$ cat config.mk
export PLATFORM = sky130hd
export DESIGN_NAME = lsu_mem_stage
export DESIGN_NICKNAME = d
export VERILOG_FILES = /design/src/rtl/lsu_mem_stage.sv
export SDC_FILE = /design/constraint.sdc
export NUM_CORES = 1
export LEC_CHECK = 0
export CAP_MARGIN = 5
export CORE_ASPECT_RATIO = 1.4
export CORE_MARGIN = 5
export CORE_UTILIZATION = 45
export DETAILED_ROUTE_END_ITERATION = 8
export PLACE_DENSITY = 0.93
export SETUP_SLACK_MARGIN = 0.15
export SLEW_MARGIN = 25
export SYNTH_ARGS = -nofsm -noshare
export SYNTH_HDL_FRONTEND = slang
export SYNTH_SLANG_ARGS = --single-unit
export TNS_END_PERCENT = 30
$ cat constraint.sdc
create_clock -name clk -period 2.7 [get_ports clk]
set_input_delay 0.81 -clock clk [delete_from_list [all_inputs] [get_ports clk]]
set_output_delay 0.81 -clock clk [all_outputs]
set_load 0.05 [all_outputs]
$ cat src/rtl/lsu_mem_stage.sv
// lsu_mem_stage: RV32 load/store MEM stage driving a req/gnt/rvalid data-memory port.
// Optional: define LSU_MISALIGN_TRAP_EN to trap misaligned accesses instead of aligning them.
module lsu_mem_stage #(
  parameter int unsigned DATA_WIDTH = 32
) (
  input  logic                    clk,
  input  logic                    rst_n,
  input  logic                    MEM_RD_mem_i,
  input  logic                    MEM_WR_mem_i,
  input  logic [3:0]              MEM_mem_op_i,
  input  logic [31:0]             MEM_alu_result_i,
  input  logic [DATA_WIDTH-1:0]   MEM_rs2_data_i,
  input  logic [4:0]              MEM_rd_add_i,
  input  logic                    MEM_regwrite_i,
  output logic                    dmem_req_o,
  output logic                    dmem_we_o,
  output logic [DATA_WIDTH/8-1:0] dmem_be_o,
  output logic [31:0]             dmem_addr_o,
  output logic [DATA_WIDTH-1:0]   dmem_wdata_o,
  input  logic                    dmem_gnt_i,
  input  logic                    dmem_rvalid_i,
  input  logic [DATA_WIDTH-1:0]   dmem_rdata_i,
  output logic                    MEM_stall_o,
  output logic [DATA_WIDTH-1:0]   MEM_wb_data_o,
  output logic [4:0]              MEM_rd_add_o,
  output logic                    MEM_regwrite_o,
  output logic                    MEM_misaligned_o
);
  localparam int unsigned AW  = 32;
  localparam int unsigned BEW = DATA_WIDTH / 8;
  localparam int unsigned RW  = 5;

  typedef enum logic [1:0] {S_IDLE = 2'd0, S_REQ = 2'd1, S_WAIT = 2'd2} state_t;

  state_t                r_state, w_state_nxt;
  logic [AW-1:0]         r_addr;
  logic                  r_we;
  logic [BEW-1:0]        r_be;
  logic [DATA_WIDTH-1:0] r_wdata;
  logic [RW-1:0]         r_rd;
  logic [2:0]            r_op;
  logic                  r_regwrite;

  logic                  w_is_mem, w_is_store, w_access;
  logic [1:0]            w_size;
  logic [AW-1:0]         w_addr;
  logic [BEW-1:0]        w_be;
  logic [DATA_WIDTH-1:0] w_wdata, w_load;
  logic [7:0]            w_byte;
  logic [15:0]           w_half;
  logic [DATA_WIDTH-1:0] w_wb_data;
  logic [RW-1:0]         w_wb_rd;
  logic                  w_wb_we;
  logic                  w_unused;

  assign w_unused   = MEM_mem_op_i[3];
  assign w_is_mem   = MEM_RD_mem_i | MEM_WR_mem_i;
  assign w_is_store = MEM_WR_mem_i;
  assign w_size     = MEM_mem_op_i[1:0];

`ifdef LSU_MISALIGN_TRAP_EN
  logic w_misalign;
  assign w_misalign = ((w_size == 2'b01) && MEM_alu_result_i[0]) ||
                      (w_size[1] && (MEM_alu_result_i[1:0] != 2'b00));
  assign w_access   = w_is_mem & ~w_misalign;
  assign w_addr     = MEM_alu_result_i;
`else
  // Misaligned halves/words are silently pulled down to their natural alignment.
  assign w_access = w_is_mem;
  assign w_addr   = {MEM_alu_result_i[AW-1:2],
                     MEM_alu_result_i[1] & ~w_size[1],
                     MEM_alu_result_i[0] & (w_size == 2'b00)};
`endif

  // Store lane mask and lane-replicated write data
  always_comb begin
    w_be    = '1;
    w_wdata = MEM_rs2_data_i;
    case (w_size)
      2'b00: begin
        w_be    = BEW'(1) << w_addr[1:0];
        w_wdata = {4{MEM_rs2_data_i[7:0]}};
      end
      2'b01: begin
        w_be    = w_addr[1] ? BEW'(4'b1100) : BEW'(4'b0011);
        w_wdata = {2{MEM_rs2_data_i[15:0]}};
      end
      default: ;
    endcase
  end

  // Load lane select and extension, keyed on the latched address/op
  always_comb begin
    w_byte = dmem_rdata_i[7:0];
    case (r_addr[1:0])
      2'd1:    w_byte = dmem_rdata_i[15:8];
      2'd2:    w_byte = dmem_rdata_i[23:16];
      2'd3:    w_byte = dmem_rdata_i[31:24];
      default: ;
    endcase
    w_half = r_addr[1] ? dmem_rdata_i[31:16] : dmem_rdata_i[15:0];
    case (r_op)
      3'b000:  w_load = {{24{w_byte[7]}}, w_byte};
      3'b001:  w_load = {{16{w_half[15]}}, w_half};
      3'b100:  w_load = {24'h0, w_byte};
      3'b101:  w_load = {16'h0, w_half};
      default: w_load = dmem_rdata_i;
    endcase
  end

  always_ff @(posedge clk or negedge rst_n) begin
    if (!rst_n) r_state <= S_IDLE;
    else        r_state <= w_state_nxt;
  end

  always_comb begin
    w_state_nxt = r_state;
    case (r_state)
      S_IDLE:  if (w_access) w_state_nxt = dmem_gnt_i ? S_WAIT : S_REQ;
      S_REQ:   if (dmem_gnt_i) w_state_nxt = S_WAIT;
      S_WAIT:  if (dmem_rvalid_i) w_state_nxt = S_IDLE;
      default: w_state_nxt = S_IDLE;
    endcase
  end

  // Memory channel, stall and next MEM/WB payload
  always_comb begin
    dmem_req_o   = 1'b0;
    dmem_we_o    = 1'b0;
    dmem_be_o    = '0;
    dmem_addr_o  = '0;
    dmem_wdata_o = '0;
    MEM_stall_o  = 1'b0;
    w_wb_data    = '0;
    w_wb_rd      = '0;
    w_wb_we      = 1'b0;
    case (r_state)
      S_IDLE: begin
        if (w_access) begin
          dmem_req_o   = 1'b1;
          dmem_we_o    = w_is_store;
          dmem_be_o    = w_be;
          dmem_addr_o  = {w_addr[AW-1:2], 2'b00};
          dmem_wdata_o = w_wdata;
          MEM_stall_o  = 1'b1;
        end else if (!w_is_mem) begin
          w_wb_data = MEM_alu_result_i;
          w_wb_rd   = MEM_rd_add_i;
          w_wb_we   = MEM_regwrite_i;
        end
      end
      S_REQ: begin
        dmem_req_o   = 1'b1;
        dmem_we_o    = r_we;
        dmem_be_o    = r_be;
        dmem_addr_o  = {r_addr[AW-1:2], 2'b00};
        dmem_wdata_o = r_wdata;
        MEM_stall_o  = 1'b1;
      end
      S_WAIT: begin
        MEM_stall_o = ~dmem_rvalid_i;
        if (dmem_rvalid_i && !r_we) begin
          w_wb_data = w_load;
          w_wb_rd   = r_rd;
          w_wb_we   = r_regwrite;
        end
      end
      default: ;
    endcase
    if (!rst_n) begin
      dmem_req_o  = 1'b0;
      MEM_stall_o = 1'b0;
    end
  end

  always_ff @(posedge clk or negedge rst_n) begin
    if (!rst_n) begin
      r_addr     <= '0;
      r_we       <= 1'b0;
      r_be       <= '0;
      r_wdata    <= '0;
      r_rd       <= '0;
      r_op       <= '0;
      r_regwrite <= 1'b0;
    end else if (r_state == S_IDLE && w_access) begin
      r_addr     <= w_addr;
      r_we       <= w_is_store;
      r_be       <= w_be;
      r_wdata    <= w_wdata;
      r_rd       <= MEM_rd_add_i;
      r_op       <= MEM_mem_op_i[2:0];
      r_regwrite <= MEM_regwrite_i;
    end
  end

  always_ff @(posedge clk or negedge rst_n) begin
    if (!rst_n) begin
      MEM_wb_data_o  <= '0;
      MEM_rd_add_o   <= '0;
      MEM_regwrite_o <= 1'b0;
    end else begin
      MEM_wb_data_o  <= w_wb_data;
      MEM_rd_add_o   <= w_wb_rd;
      MEM_regwrite_o <= w_wb_we;
    end
  end

`ifdef LSU_MISALIGN_TRAP_EN
  always_ff @(posedge clk or negedge rst_n) begin
    if (!rst_n) MEM_misaligned_o <= 1'b0;
    else        MEM_misaligned_o <= (r_state == S_IDLE) && w_is_mem && w_misalign;
  end
`else
  assign MEM_misaligned_o = 1'b0;
`endif

endmodule
==> summary.md, run 1 <==
| Metric | Value |
|---|---|
| Synth unique cells | `38` |
| Vias in the first global route | `just under 8000` |
| CP Data Required Time | `1.89 ns` |
| Largest net degree at the start of global routing | `110` |
| CP Cell Sequence | `clkdlybuf4s50_1 > o21ai_0 > nand2_1 > nor2_1 > buf_4` |
| H-tree depth reported by CTS | `4` |
| Worst setup margin | `-0.1519 ns` |
| Die W | `107.0 µm` |
| Number of DRC markers in iteration 0 | `between 1000 and 1500` |
| Post-synth top area share | `0.4978` |
| Kind of critical path | `primary input to output port` |
| Fin area | `about 12000 µm²` |
| Die Area | `roughly 16000 µm²` |
| YS warnings | `0` |
| CTS sink count | `around 120` |
| Minimum clock period | `roughly 2.9 ns` |
| Pwr per Cell Area | `between 800 and 900 nW/µm²` |
| Post-synth EDFFs | `0` |
| Reg clk slew, reported paths | `~0.070 ns` |
| Post-Place Cell Area | `between 9000 and 10000 µm²` |
| Fin Hold WS | `~0.25 ns` |
| Synth area leaders | `dfrtp_1 50%, nand2_1 23%, mux2_2 4.4%` |
| Crit start category | `primary input` |
| Num ports | `between 200 and 250` |
| Clock skew | `between 0.01 and 0.015 ns` |
| Global-route wire length before repair | `45260 µm` |
| Syn Area/Cell | `~8.1 µm²` |
| Failing checks | `setup timing` |
| Slowest cell on crit path | `clkdlybuf4s50_1` |
| Top_reg_cell synth | `dfrtp_1` |
| Clock insertion delay at the later pin of the skew report | `0.42 ns` |
| Starting Density | `0.4607` |
| Antenna violations before repair | `1` |
| Share of cells above drive strength 1 | `0.4275` |
| Hold Vio Cnt, Final | `0` |
| CTS tree | `done` |
| Antenna-violating nets left | `0` |
| CTS root buffer | `clkbuf_16` |
| # nets final | `about 1200` |
| Headroom to the max-slew limit | `0.3394` |
| Leading cell types by count after synthesis | `361 x nand2_1, 118 x dfrtp_1, 35 x a21oi_1` |
| Status | `complete, but fails checks` |
| Area Growth Syn to Fin | `102.2%` |
| Final period utilization | `1.056` |
| Drt drc | `0` |
| Total chip power | `between 0.009 and 0.01 W` |
| All-Layer GR Usage | `0.3823` |
| Arrival time at the worst endpoint | `2.04 ns` |
| CTS Buffer Depth | `2` |
| DR WL/cell | `31.02 µm` |
| CP max stage delay | `around 0.47 ns` |
| Vias/cell | `~6.6` |
| Crit path capture type | `output port` |
| VDD IR max | `about 0.00061 V` |
| Fmax | `roughly 350 MHz` |
| Port-buffer cells | `217` |
| 1st-pass router iterations | `9` |
| Routed WL | `37500 µm` |
| P_leak | `around 5.7 nW` |
| Hold_buf cts | `0` |
| Mapped cell area | `between 5000 and 6000 µm²` |
| Actual slew at the worst max-slew pin | `0.9849 ns` |
| Core Area | `around 13000 µm²` |
| Max-slew violations | `0` |
| Most numerous cell in the Yosys netlist | `nand2_1` |
| RSZ-0062 raised after global routing | `true` |
| Critical Path Fanout Max | `3` |
| Sequential area share after synthesis | `0.4978` |
| Die height | `between 100 and 150 µm` |
| Vias | `about 8000` |
| Synth area leader | `dfrtp_1` |
| # setup viols final | `between 50 and 60` |
| Post-synth ARST share | `1.000` |
| GPL Wtd Cong | `about 0.87` |
| # Max-Cap Violations | `0` |
| Synth Register Bits | `118` |
| Hpwl dp | `between 15000 and 20000 µm` |
| Hold Path Class | `primary input to async pin` |
| Rows | `49` |
| CTS buffer count | `17` |
| Syn Inst Count | `about 740` |
| Grt total ovfl | `0` |
## layer usage
| layer | part of all wire | track usage | up-vias | wire length [µm] |
|---|---|---|---|---|
| met4 | 0.12 | 0.3167 | 0 | 4584 |
| met3 | 0.12 | 0.1079 | 338 | 4321 |
| li1 | - | - | 3015 | - |
| met5 | 0 | 0 | - | 0 |
| met1 | 0.29 | 0.3953 | 3760 | 11020 |
| met2 | 0.47 | 0.6310 | 893 | 17580 |
## critical path: cells and delay by family
family | cells | cell delay [ns]
buffers and inverters | 2 | 0.71
AND/OR/NAND/NOR | 2 | 0.27
AO/OA/AOI/OAI | 1 | 0.24
## cell families after synthesis
logic type	after synthesis	synth area share
other	1	0.0006322
buffers and inverters	52	0.04071
muxes	37	0.06939
and+or+nand+nor	411	0.2683
DFF	118	0.4978
AOI/OAI and AO/OA	116	0.1232
## registers in the layout, summed over array words and instances, names as in the netlist
signal,flops
MEM_wb_data_o,32
r_rd,5
r_we,1
r_addr,32
r_op,3
r_regwrite,1
r_state,2
r_be,4
MEM_rd_add_o,5
r_wdata,32
MEM_regwrite_o,1
## report_power, final
part           internal, W  total (W)  switching, W  leakage (nW)
clock network      0.00184    0.00278      0.000942         0.339
logic              0.00178    0.00434       0.00256          3.82
registers          0.00215    0.00252      0.000363          1.50
## worst paths after layout
kind	from	endpoint	slack, ns	cells after the start
min	rst_n	r_wdata[9]	0.25	1
min reg2reg	r_wdata[25]	r_wdata[25]	0.51	2
max in group asynchronous	rst_n	r_addr[29]	1.54	2
min in group clk	r_wdata[25]	r_wdata[25]	0.51	2
max	dmem_rvalid_i	MEM_stall_o	-0.15	5
max reg2reg	r_state[0]	MEM_wb_data_o[7]	0.15	6
## metrics by stage
stage	setup TNS [ns]	utilization	worst slack, ns	std cells
after global routing	-4.966	0.9316	-0.2033	1209
after detailed placement	-22.51	0.7360	-0.4705	1112
final	-1.939	0.9316	-0.1519	1209
after floorplan	0	-	0.03508	737
after global placement	-20.59	0.7360	-0.4176	1112
after CTS	-0.02733	0.8776	-0.01796	1183
## layout make-up
cell class	instances	area, µm²
Fill cell	380	880.8
Inverter	3	11.26
Clock buffer	21	480.5
Clock inverter	11	219.0
Multi-Input combinational cell	568	3919
Antenna cell	1	2.502
Sequential cell	118	2955
Tap cell	153	191.4
Timing Repair Buffer	334	4215
## placed cells by master, fill, tap and decap left out, types with 8 or more instances in the layout
master	synthesis	routed
dlygate4sd2_1	0	15
mux2_4	0	9
mux2_2	23	14
a21o_1	10	10
nor2_1	30	24
nand2_8	0	9
o21ai_1	10	9
dfrtp_1	118	116
nand2_4	0	47
nand2_2	0	66
buf_6	1	21
clkdlybuf4s50_1	0	117
a22o_1	8	8
buf_4	3	74
a21oi_4	0	24
clkbuf_16	0	23
o21ai_0	28	17
buf_12	1	79
nand2_1	361	239
a21oi_1	35	8
o21ai_2	11	22
## what timing repair did
action | in CTS | in global routing
setup buffers | 31 | 19
gates resized for setup | 274 | 88
pin swaps | 64 | 55
gates cloned | 8 | 6
endpoints found under the setup margin | 69 | 69
Power figures use the tool's default switching activity.
==> run 2: changes to the inputs <==
SETUP_SLACK_MARGIN = not set   (was 0.15)
SKIP_CTS_REPAIR_TIMING = 1   (was not set)
==> summary.md, run 2 (synthesis gave the netlist of run 1 again) <==
| Metric | Value |
|---|---|
| Crit path capture type | `output port` |
| # setup viols final | `20` |
| Rows | `49` |
| CP Cell Sequence | `clkdlybuf4s50_1 > nand2_1 > o21ai_1 > nand2_1 > a21oi_2 > buf_12` |
| Hold Vio Cnt, Final | `0` |
| Die height | `145.9 µm` |
| Vias | `slightly below 7000` |
| Number of DRC markers in iteration 0 | `429` |
| Crit start category | `primary input` |
| Slowest cell on crit path | `clkdlybuf4s50_1` |
| All-Layer GR Usage | `0.2905` |
| Port-buffer cells | `217` |
| 1st-pass router iterations | `5` |
| Multi-input logic area | `~3100 µm²` |
| Setup tns final | `-0.6552 ns` |
| Routed WL | `between 20000 and 30000 µm` |
| Headroom to the max-slew limit | `0.4225` |
| FF-to-FF Start | `r_addr[1]` |
| Largest net degree at the start of global routing | `119` |
| Critical Path Fanout Max | `2` |
| Die Area | `roughly 16000 µm²` |
| Status | `complete, but fails checks` |
| End of the worst register-to-register path | `MEM_wb_data_o[14]` |
| Arrival time at the worst endpoint | `approximately 2.1 ns` |
| Fin Hold WS | `around 0.48 ns` |
| P_leak | `~5 nW` |
| # fillers | `a little under 700` |
| Share of cells above drive strength 1 | `0.2723` |
| CTS buffer count | `17` |
| Clock skew | `around 0.011 ns` |
| GPL Wtd Cong | `slightly below 0.9` |
| Drt drc | `0` |
| FF-to-FF path depth | `6` |
| Crit path to | `dmem_wdata_o[24]` |
| Vias/cell | `between 5 and 6` |
| CP max stage delay | `between 0.4 and 0.5 ns` |
| Fmax | `between 300 and 400 MHz` |
| Post-Place Setup Slack | `-0.5405 ns` |
| Hpwl dp | `16190 µm` |
| Starting Density | `0.4607` |
| Commonest non-fill, non-tap cells in the layout | `342 x nand2_1, 125 x clkdlybuf4s50_1, 117 x dfrtp_1` |
| DR WL/cell | `21.55 µm` |
| # nets final | `1109` |
| CTS root buffer | `clkbuf_16` |
| Die W | `roughly 110 µm` |
| Global-route wire length before repair | `35420 µm` |
| Antenna violations before repair | `3` |
| Most common cell on crit path | `nand2_1` |
| Pwr per Cell Area | `approximately 770 nW/µm²` |
| Reg clk slew, reported paths | `0.05 ns` |
| Final period utilization | `1.061` |
| Kind of critical path | `primary input to output port` |
| R2r setup slk | `about 0.77 ns` |
| Failing checks | `setup timing` |
| Num ports | `roughly 220` |
| Worst setup margin | `-0.1645 ns` |
| Area Growth Syn to Fin | `74.54%` |
| Grt total ovfl | `0` |
| CP startpoint | `MEM_rs2_data_i[24]` |
| Actual slew at the worst max-slew pin | `0.8663 ns` |
| RSZ-0062 raised after global routing | `true` |
| Hold Path Class | `flop to flop` |
| Storage cell area | `2954 µm²` |
| Final core utilization | `0.8042` |
| H-tree depth reported by CTS | `4` |
| CTS sink count | `118` |
| Vias in the first global route | `6872` |
| # Max-Cap Violations | `0` |
| Antenna-violating nets left | `0` |
| CTS tree | `done` |
| CTS Buffer Depth | `2` |
| Clock insertion delay at the later pin of the skew report | `approximately 0.42 ns` |
| Commonest non-fill, non-tap cell in the layout | `nand2_1` |
| VDD IR max | `0.0004524 V` |
| Minimum clock period | `approximately 2.9 ns` |
| Core Area | `12870 µm²` |
| Max-slew violations | `0` |
| Top Registers | `MEM_wb_data_o (32), r_addr (32), r_wdata (32)` |
| CP Data Required Time | `around 1.9 ns` |
run 2: cell count changes in the layout (fill, tap and decap cells not counted), moves of 15 or more:
cell | before | now
nand2_2 | 66 | 17
nand2_4 | 47 | 2
dlymetal6s2s_1 | 3 | 20
a21oi_4 | 24 | 8
nand2_1 | 239 | 342
dlygate4sd2_1 | 15 | 0
run 2: final cells by class:
| class | instances | share of cell area |
|---|---|---|
| inverters | 3 | 0.001088 |
| flip-flops and latches | 118 | 0.2853 |
| multi-input cells | 567 | 0.2964 |
| clock inverters | 15 | 0.01269 |
| diodes | 2 | 0.0004834 |
| clock buffers | 17 | 0.04109 |
| repair buffers | 290 | 0.3444 |
| well taps | 153 | 0.01849 |
run 2: per-layer routing:
| layer | share of wire | vias up | wire length (µm) | global-route usage |
|---|---|---|---|---|
| met4 | 0.081 | 2 | 2045 | 0.2163 |
| met2 | 0.51 | 481 | 12770 | 0.4915 |
| li1 | - | 2910 | - | - |
| met3 | 0.082 | 150 | 2062 | 0.07590 |
| met5 | 0.00044 | - | 11 | 0 |
| met1 | 0.33 | 3231 | 8214 | 0.3042 |
run 2: critical path, delay by kind of cell:
family	cells	cell delay (ns)
simple gates	2	0.22
compound gates	2	0.38
buf+inv	2	0.63
run 2: where the power goes:
group	leakage, nW	internal, W	switching, W
clock	0.262	0.00127	0.000882
sequential	1.50	0.00215	0.000258
combinational	3.32	0.00140	0.00201
run 2: metrics by stage:
| stage | power [W] | cells | area [µm²] |
|---|---|---|---|
| after floorplan | 0.004084 | 737 | 6058 |
| after global placement | 0.005478 | 1120 | 9384 |
| after detailed placement | 0.005601 | 1120 | 9384 |
| after CTS | 0.007762 | 1152 | 9941 |
| after global routing | 0.008290 | 1165 | 10350 |
| final | 0.007973 | 1165 | 10350 |
run 2: worst min-delay path by stage:
stage	start	endpoint	slack, ns	cells after the start
3_3_place_gp	r_addr[22]	r_addr[22]	0.46	2
4_1_cts	r_addr[18]	r_addr[18]	0.48	2
5_1_grt	r_addr[20]	r_addr[20]	0.49	2
6_report	r_addr[24]	r_addr[24]	0.48	2
3_5_place_dp	r_addr[18]	r_addr[18]	0.46	2
2_1_floorplan	r_addr[10]	r_addr[10]	0.45	2
